## config.mk

```make
export PLATFORM = sky130hd
export DESIGN_NAME = bsg_cgol_seq_ctrl
export DESIGN_NICKNAME = d
export VERILOG_FILES = /design/src/rtl/bsg_cgol_pkg.sv /design/src/rtl/bsg_cgol_frame_pacer.sv /design/src/rtl/bsg_cgol_seq_ctrl.sv
export SDC_FILE = /design/constraint.sdc
export NUM_CORES = 1
export LEC_CHECK = 0
export ABC_CLOCK_PERIOD_IN_PS = 2400
export CAP_MARGIN = 25
export CORE_ASPECT_RATIO = 1.5
export CORE_UTILIZATION = 51
export DETAILED_ROUTE_END_ITERATION = 10
export MAX_ROUTING_LAYER = met4
export PLACE_DENSITY = 0.78
export SLEW_MARGIN = 40
export SYNTH_ARGS = -nofsm -noshare
export SYNTH_HDL_FRONTEND = slang
export SYNTH_SLANG_ARGS = --single-unit
```

## constraint.sdc

```tcl
create_clock -name clk_i -period 2.4 [get_ports clk_i]
set_clock_uncertainty 0.1 [all_clocks]
set_input_delay 0.48 -clock clk_i [delete_from_list [all_inputs] [get_ports clk_i]]
set_output_delay 0.48 -clock clk_i [all_outputs]
set_load 0.01 [all_outputs]
```

## src/rtl/bsg_cgol_pkg.sv

```systemverilog
// Shared types for the CGOL sequencing controller: run modes, controller states
// and a width helper.
package bsg_cgol_pkg;

    typedef enum logic [1:0] {
        RUN_N = 2'd0,
        STEP  = 2'd1,
        FREE  = 2'd2
    } mode_e;

    typedef enum logic [1:0] {
        IDLE,
        LOAD,
        RUN,
        OUTPUT
    } state_e;

    function automatic int safe_clog2(input int x);
        return (x > 1) ? $clog2(x) : 1;
    endfunction

    // Reserved encoding 3 behaves as RUN_N.
    function automatic mode_e decode_mode(input logic [1:0] m);
        case (m)
            2'd1:    return STEP;
            2'd2:    return FREE;
            default: return RUN_N;
        endcase
    endfunction

endpackage

```

## src/rtl/bsg_cgol_frame_pacer.sv

```systemverilog
// Frame phase counter: one en_o pulse at the start of each frame and a
// frame_done strobe on its last cycle; en_i=0 freezes the phase.
module bsg_cgol_frame_pacer
    import bsg_cgol_pkg::*;
#(
    parameter int cycles_per_frame_p = 1,
    localparam int phase_width_lp = safe_clog2(cycles_per_frame_p)
) (
    input  logic clk_i,
    input  logic reset_n_i,
    input  logic run_i,
    input  logic en_i,
    output logic en_o,
    output logic frame_done_o
);

    localparam logic [phase_width_lp-1:0] last_phase_lp = phase_width_lp'(cycles_per_frame_p - 1);

    logic [phase_width_lp-1:0] phase_q, phase_d;
    logic active;

    assign active       = run_i & en_i;
    assign en_o         = active & (phase_q == '0);
    assign frame_done_o = active & (phase_q == last_phase_lp);

    always_comb begin
        phase_d = phase_q;
        if (!run_i) begin
            phase_d = '0;
        end else if (en_i) begin
            phase_d = (phase_q == last_phase_lp) ? '0 : phase_q + 1'b1;
        end
    end

    always_ff @(posedge clk_i) begin
        if (!reset_n_i) begin
            phase_q <= '0;
        end else begin
            phase_q <= phase_d;
        end
    end

endmodule

```

## src/rtl/bsg_cgol_seq_ctrl.sv

```systemverilog
// CGOL sequencing controller (run-N / single-step / free-run, paced frames).
// Optional: `define BSG_CGOL_CTRL_STABLE_EXIT_EN to end runs on stable_i.
module bsg_cgol_seq_ctrl
    import bsg_cgol_pkg::*;
#(
    parameter int max_game_length_p  = 1023,
    parameter int cycles_per_frame_p = 1,
    localparam int game_len_width_lp = safe_clog2(max_game_length_p + 1)
) (
    input  logic                         clk_i,
    input  logic                         reset_n_i,
    input  logic                         en_i,
    input  logic [game_len_width_lp-1:0] frames_i,
    input  logic [1:0]                   mode_i,
    input  logic                         v_i,
    output logic                         ready_o,
    input  logic                         stop_i,
    input  logic                         stable_i,
    output logic                         v_o,
    input  logic                         yumi_i,
    output logic [game_len_width_lp-1:0] frames_done_o,
    output logic                         stable_exit_o,
    output logic                         update_o,
    output logic                         en_o,
    output logic                         busy_o
);

    localparam logic [game_len_width_lp-1:0] max_frames_lp = game_len_width_lp'(max_game_length_p);
    localparam logic [game_len_width_lp-1:0] one_lp        = game_len_width_lp'(1);

    state_e                       state_q, state_d;
    mode_e                        mode_q, mode_d;
    logic [game_len_width_lp-1:0] remaining_q, remaining_d;
    logic [game_len_width_lp-1:0] frames_done_q, frames_done_d;

    logic pacer_en, frame_done;
    logic ready_raw, update_raw, v_raw, busy_raw;
    logic accept, run_exit, stable_hit, count_exit;

    bsg_cgol_frame_pacer #(
        .cycles_per_frame_p(cycles_per_frame_p)
    ) u_pacer (
        .clk_i       (clk_i),
        .reset_n_i   (reset_n_i),
        .run_i       (state_q == RUN),
        .en_i        (en_i),
        .en_o        (pacer_en),
        .frame_done_o(frame_done)
    );

    always_comb begin
        state_d       = state_q;
        mode_d        = mode_q;
        remaining_d   = remaining_q;
        frames_done_d = frames_done_q;
        ready_raw     = 1'b0;
        update_raw    = 1'b0;
        v_raw         = 1'b0;
        busy_raw      = 1'b0;
        accept        = 1'b0;
        run_exit      = 1'b0;
        count_exit    = 1'b0;

        case (state_q)
            IDLE: begin
                ready_raw = en_i;
                if (v_i && en_i) begin
                    accept        = 1'b1;
                    update_raw    = 1'b1;
                    mode_d        = decode_mode(mode_i);
                    remaining_d   = frames_i;
                    frames_done_d = '0;
                    state_d       = LOAD;
                end
            end
            LOAD: begin
                busy_raw = 1'b1;
                state_d  = (mode_q == RUN_N && remaining_q == '0) ? OUTPUT : RUN;
            end
            RUN: begin
                busy_raw = 1'b1;
                if (frame_done) begin
                    frames_done_d = frames_done_q + 1'b1;
                    remaining_d   = remaining_q - 1'b1;
                    case (mode_q)
                        RUN_N:   count_exit = (remaining_q == one_lp);
                        STEP:    count_exit = 1'b1;
                        default: count_exit = (frames_done_d == max_frames_lp);
                    endcase
                    run_exit = count_exit | stop_i | stable_hit;
                    if (run_exit) begin
                        state_d = OUTPUT;
                    end
                end
            end
            OUTPUT: begin
                v_raw = 1'b1;
                if (yumi_i) begin
                    state_d = IDLE;
                end
            end
            default: state_d = IDLE;
        endcase
    end

    always_ff @(posedge clk_i) begin
        if (!reset_n_i) begin
            state_q       <= IDLE;
            mode_q        <= RUN_N;
            remaining_q   <= '0;
            frames_done_q <= '0;
        end else begin
            state_q       <= state_d;
            mode_q        <= mode_d;
            remaining_q   <= remaining_d;
            frames_done_q <= frames_done_d;
        end
    end

`ifdef BSG_CGOL_CTRL_STABLE_EXIT_EN
    logic stable_exit_q, stable_exit_d;

    assign stable_hit = stable_i;

    always_comb begin
        stable_exit_d = stable_exit_q;
        if (accept) begin
            stable_exit_d = 1'b0;
        end else if (run_exit) begin
            stable_exit_d = stable_hit;
        end
    end

    always_ff @(posedge clk_i) begin
        if (!reset_n_i) begin
            stable_exit_q <= 1'b0;
        end else begin
            stable_exit_q <= stable_exit_d;
        end
    end

    assign stable_exit_o = reset_n_i & stable_exit_q;
`else
    logic unused_stable;

    assign unused_stable = stable_i | accept;
    assign stable_hit    = 1'b0;
    assign stable_exit_o = 1'b0;
`endif

    // Every output is forced low while reset is asserted, even before the first edge.
    assign ready_o       = reset_n_i & ready_raw;
    assign update_o      = reset_n_i & update_raw;
    assign v_o           = reset_n_i & v_raw;
    assign busy_o        = reset_n_i & busy_raw;
    assign en_o          = reset_n_i & pacer_en;
    assign frames_done_o = reset_n_i ? frames_done_q : '0;

endmodule

```

# Yosys cells after proc, flatten, opt, wreduce, memory -nomap -nowiden
# Index checks and enable logic that the tools add are counted.
# op_classes
bitwise	9
n_eq_ne	12
addsub	3
mux	23
n_reduce_logical	11
# op_table
operator	n
$mux W10	5
$pmux W10 S2	2
$add A10 B1 Y10 const B	1
$eq A10 B1 Y1 const B	1
$eq A10 B10 Y1 const B	1
$logic_not A10 Y1	1
$sub A10 B1 Y10 const B	1
$mux W1	9
$mux W2	4
$ne A2 B2 Y1 const B	4
$pmux W2 S4	1
$and A1 B1 Y1	7
$eq A2 B1 Y1 const B	3
$eq A2 B2 Y1 const B	3
$logic_not A2 Y1	2
$pmux W2 S2	1
$reduce_and A2 Y1	2
$reduce_and A4 Y1	1
$reduce_and A3 Y1	1
$logic_and A1 B1 Y1	2
$pmux W1 S2	1
$reduce_bool A2 Y1	1
$reduce_or A2 Y1	1
$add A1 B1 Y1 const B	1
other kinds (2)	2
# totals
regBits	25
input_bits	19
output_inout_bits	16

# Depth between registers and ports, before layout
# logic_depth
ltp_word	9
depth_mapped	8
mapped_depth_nobuf	8

# Cells and area by module
# From an unflattened synthesis, not the netlist that was laid out.
# unflattened
hier_cells	210
area_unflattened_um2	1714.1
# modules_own_cells
module	cells_each	instances	area_per_inst_um2	seq_area_each_um2
bsg_cgol_seq_ctrl	208	1	1700.4	480.5
bsg_cgol_frame_pacer	2	1	13.8	0.0

# Least setup slack after synthesis
# OpenSTA, ideal clock, no wires.
# synth_path
path_kind	reg-to-reg
from	reg state_q[0]
to	reg remaining_q[3]
path_stages_with_launch	8
setup_ns	0.115
arrival_time_ns	1.757
path_buffers	1
slack_ns	0.428
cell_sequence	dfxtp_1 inv_1 ha_1 mux2_2 nand2_1 clkbuf_1 o22ai_1 and2_1
# synth_via
elab_chain_cells	5
word_cells_on_any_way	9
# synth_rtl
item	line_no	rtl
start: declaration	bsg_cgol_seq_ctrl.sv:31	state_e state_q, state_d;
start signal: assignment	bsg_cgol_seq_ctrl.sv:113	state_q <= state_d;
$eq A2 B2 Y1	bsg_cgol_seq_ctrl.sv:45, bsg_cgol_seq_ctrl.sv:64	
$and A1 B1 Y1	bsg_cgol_frame_pacer.sv:22	assign active = run_i & en_i;
$and A1 B1 Y1	bsg_cgol_frame_pacer.sv:24	assign frame_done_o = active & (phase_q == last_phase_lp);
$ne A2 B2 Y1 (no source line)	n/a	
$reduce_and A3 Y1 (no source line)	n/a	
end signal: assignment	bsg_cgol_seq_ctrl.sv:115	remaining_q <= remaining_d;
end: declaration	bsg_cgol_seq_ctrl.sv:33	logic [game_len_width_lp-1:0] remaining_q, remaining_d;
# Parallel ways exist; a longest one is shown, timed or not.
# A chain may end at the register's enable or synchronous reset.

# Final worst setup path
# layout_path
from	reg state_q[0]
to	out en_o
# layout_via
elab_chain_cells	4
# layout_rtl
item	line_no	rtl
$eq A2 B2 Y1	bsg_cgol_seq_ctrl.sv:45	.run_i (state_q == RUN),
$and A1 B1 Y1	bsg_cgol_frame_pacer.sv:22	
$and A1 B1 Y1	bsg_cgol_frame_pacer.sv:23	assign en_o = active & (phase_q == '0);
$and A1 B1 Y1	bsg_cgol_seq_ctrl.sv:156	assign en_o = reset_n_i & pacer_en;
end: declaration	bsg_cgol_seq_ctrl.sv:24	output logic en_o,
# Every way passes these cells.

==> impl_metrics.json <==
{
  "status": "finished clean",
  "seq_power_share_pct": 30.3,
  "cp-start-kind": "flip-flop",
  "grt_max_degree": 29,
  "initial_core_util_pct": 53.9,
  "drtPass1Iterations": 4,
  "vias": 1863,
  "clock_latency_ns": 0.27,
  "num_io_pins": 35,
  "synth_area_leaders": "dfxtp_1, ha_1, a21oi_1",
  "cts.sinks": 24,
  "antenna_found_initial": 0,
  "critPathTopFamily": "buffers and inverters",
  "cellPowerDensity_nw_per_um2": 731,
  "synth_top_cell_by_area": "dfxtp_1",
  "period_minus_slack_ns": 2.33,
  "detail-route-antenna-nets": 0,
  "place_hpwl_um": 3320,
  "slew_viol_final": 0,
  "end_kind": "output port",
  "path_buf_inv": 2,
  "fin_util_pct": 71.9,
  "hold_violations": 0,
  "gp_congestion": 0.901,
  "intPower_w": 0.00104,
  "fmax_ghz": 0.429,
  "setup_viol": 0,
  "clk_pin_slew_ns": 0.09,
  "top_usage_layer": "met2",
  "cap_violations": 0,
  "drc": 0,
  "drt-initial-drc-count": 85,
  "fin_crit_sh_pct": 97.2,
  "synth_edf_count": 0,
  "placementRows": 25,
  "cts_tree": "built",
  "p_sw_share_pct": 38.1,
  "crit_fanout": 6,
  "ys_ff_latch": 24,
  "grt_use_met3_pct": 2.29,
  "core_area_um2": 3190,
  "hp-class": "reg -> reg",
  "mappedNetlistArea_um2": 1720,
  "switchingPower_w": 0.000639,
  "grt_pass1_vias": 1725,
  "yosys.area.top_type_share_pct": 27.9,
  "htreeDepth": 1,
  "p_leak_nw": 0.930,
  "p_total_w": 0.00168,
  "synth.net_count": 264,
  "root_buffer": "clkbuf_8",
  "postSynthCellCount": 235,
  "cpPeakStageDelay_ns": 0.55,
  "yosysSeqAreaShare_pct": 27.9,
  "grtUsageMet1_pct": 29.0,
  "antennaDiodeCount": 0,
  "drive_gt1_share_pct": 13.2,
  "die_x_um": 49.4,
  "p_clk_share_pct": 21.7,
  "synth.distinct_cells": 51,
  "area_growth_pct": 33.5,
  "die_h_um": 73.1,
  "dp.cells": 315,
  "p_comb_share_pct": 48.0,
  "dominantRegCellSynth": "dfxtp_1",
  "grt_overflow": 0,
  "vdd_drop_max_mv": 0.556,
  "post_drt_wl_per_cell_um": 14.5,
  "cts_hold_buffers": 0,
  "grt_pass1_wl_um": 7530,
  "numCtsBuffers": 3,
  "grt_usage_pct": 27.6,
  "slowest_stage": "clkdlybuf4s50_1",
  "cts.path.max_buffers": 2,
  "async_flop_share_pct": 0,
  "worstPathCellList": "inv_2 > ha_2 > nand2_1 > nor2_2 > clkdlybuf4s50_1",
  "vias_per_cell": 5.80,
  "syn_area_per_cell_um2": 7.32,
  "fin_cells": 321,
  "critPathRequiredTime_ns": 1.82,
  "finalNetCount": 311,
  "num-fill-cells": 287,
  "io_buffers": 32,
  "die_area_um2": 3610,
  "path_class": "reg -> out",
  "ys_warn_count": 0,
  "gr-usage-met2_pct": 51.8,
  "wl_um": 4640,
  "rsz0062_at_grt": "true",
  "crit_arrival_ns": 1.75
}
-- stage by stage --
stage	setup WS (ns)	cell area (um2)	TNS (ns)	hold slack (ns)
5_1_grt	-0.00552	2290	-0.00552	0.445
6_report	0.0676	2290	0	0.405
4_1_cts	0.0182	2280	0	0.405
3_5_place_dp	-0.0494	2190	-0.238	0.383
2_1_floorplan	0.428	1720	0	0.356
3_3_place_gp	-0.0338	2190	-0.113	0.368
-- sequential cells by signal (all words and copies together) (netlist names) --
register and cells:
state_q 2, frames_done_q 10, mode_q 2, remaining_q 10
-- area by class of cell --
class                           count  area [um2]  share of cell area [%]
Multi-Input combinational cell    185        1150                    50.1
Timing Repair Buffer               55         495                    21.6
Sequential cell                    24         480                    20.9
Tap cell                           40        50.0                    2.18
Inverter                           13        48.8                    2.13
Clock buffer                        3        41.3                    1.80
Clock inverter                      1        30.0                    1.31
-- Yosys cell counts, drive strengths merged (2+ instances only) --
cell	n
dfxtp	24
nand2	23
nor2	23
a21oi	19
and2	14
o21ai	14
inv	13
ha	10
clkbuf	9
nand3	9
nor2b	9
nor3	7
o22ai	6
nand4	5
buf	4
a31oi	3
nor3b	3
o211ai	3
o31ai	3
and3	2
and3b	2
mux2	2
nand3b	2
o221a	2
o41ai	2
-- placed cells by master, fill, tap and decap left out, types with 2 or more instances in the layout --
cell             instances
and2_1                  13
o41ai_1                  2
clkbuf_8                 3
o31ai_1                  3
a31oi_1                  3
o21ai_0                 13
o22ai_1                  6
nand3_1                  9
nor3b_1                  3
a21oi_1                 19
nor2b_1                  9
clkdlybuf4s50_1         30
nand3b_1                 2
inv_1                   11
and3b_1                  2
ha_1                     8
and3_1                   2
dfxtp_1                 24
nor2_1                  22
mux2_2                   2
nand2_1                 22
o221a_2                  2
o211ai_1                 3
inv_2                    2
nand4_1                  5
nor3_1                   7
buf_4                   21
-- timing repair --
item                                    CTS  global route
buffers inserted                          1             0
gates cloned                              1             0
endpoints found under the setup margin   12             3
gates resized for setup                   6             3
-- logic make-up after synthesis --
family / Yosys count / share of synthesized area [%]
simple gates: 106 / 32.1
mux: 3 / 1.89
compound gates: 64 / 23.8
buf+inv: 26 / 6.26
other cells: 1 / 0.218
fa+ha+maj: 10 / 7.28
flops: 24 / 27.9
xor+xnor: 1 / 0.510
-- worst paths after layout --
kind         slack [ns]  depth (start not counted)        endpoint        startpoint
min reg2reg        0.40                          2  remaining_q[9]    remaining_q[9]
max reg2reg        0.28                          5      state_q[0]  frames_done_q[2]
max                0.07                          5            en_o        state_q[0]
min                0.40                          2  remaining_q[9]    remaining_q[9]
-- worst min-delay path: cells and delay by family (launching register included) --
kind             cells  cell delay, ns
AO/OA/AOI/OAI        1            0.06
flip-flops           1            0.34
AND/OR/NAND/NOR      1            0.07
-- power groups by stage --
stage / clock network, W / logic [W] / registers [W]
final: 0.000364 / 0.000806 / 0.000507
after global routing: 0.000385 / 0.000887 / 0.000515
after CTS: 0.000368 / 0.000777 / 0.000506
after detailed placement: 0 / 0.000760 / 0.000516
after global placement: 0 / 0.000751 / 0.000514
after floorplan: 0 / 0.000543 / 0.000502
-- metal layers --
| metal | share of wire [%] | up-vias |
|---|---|---|
| met5 | 0 | - |
| met1 | 41 | 865 |
| li1 | - | 928 |
| met2 | 53 | 57 |
| met4 | 2.0 | 0 |
| met3 | 4.1 | 13 |
(Power assumes the default switching activity.)
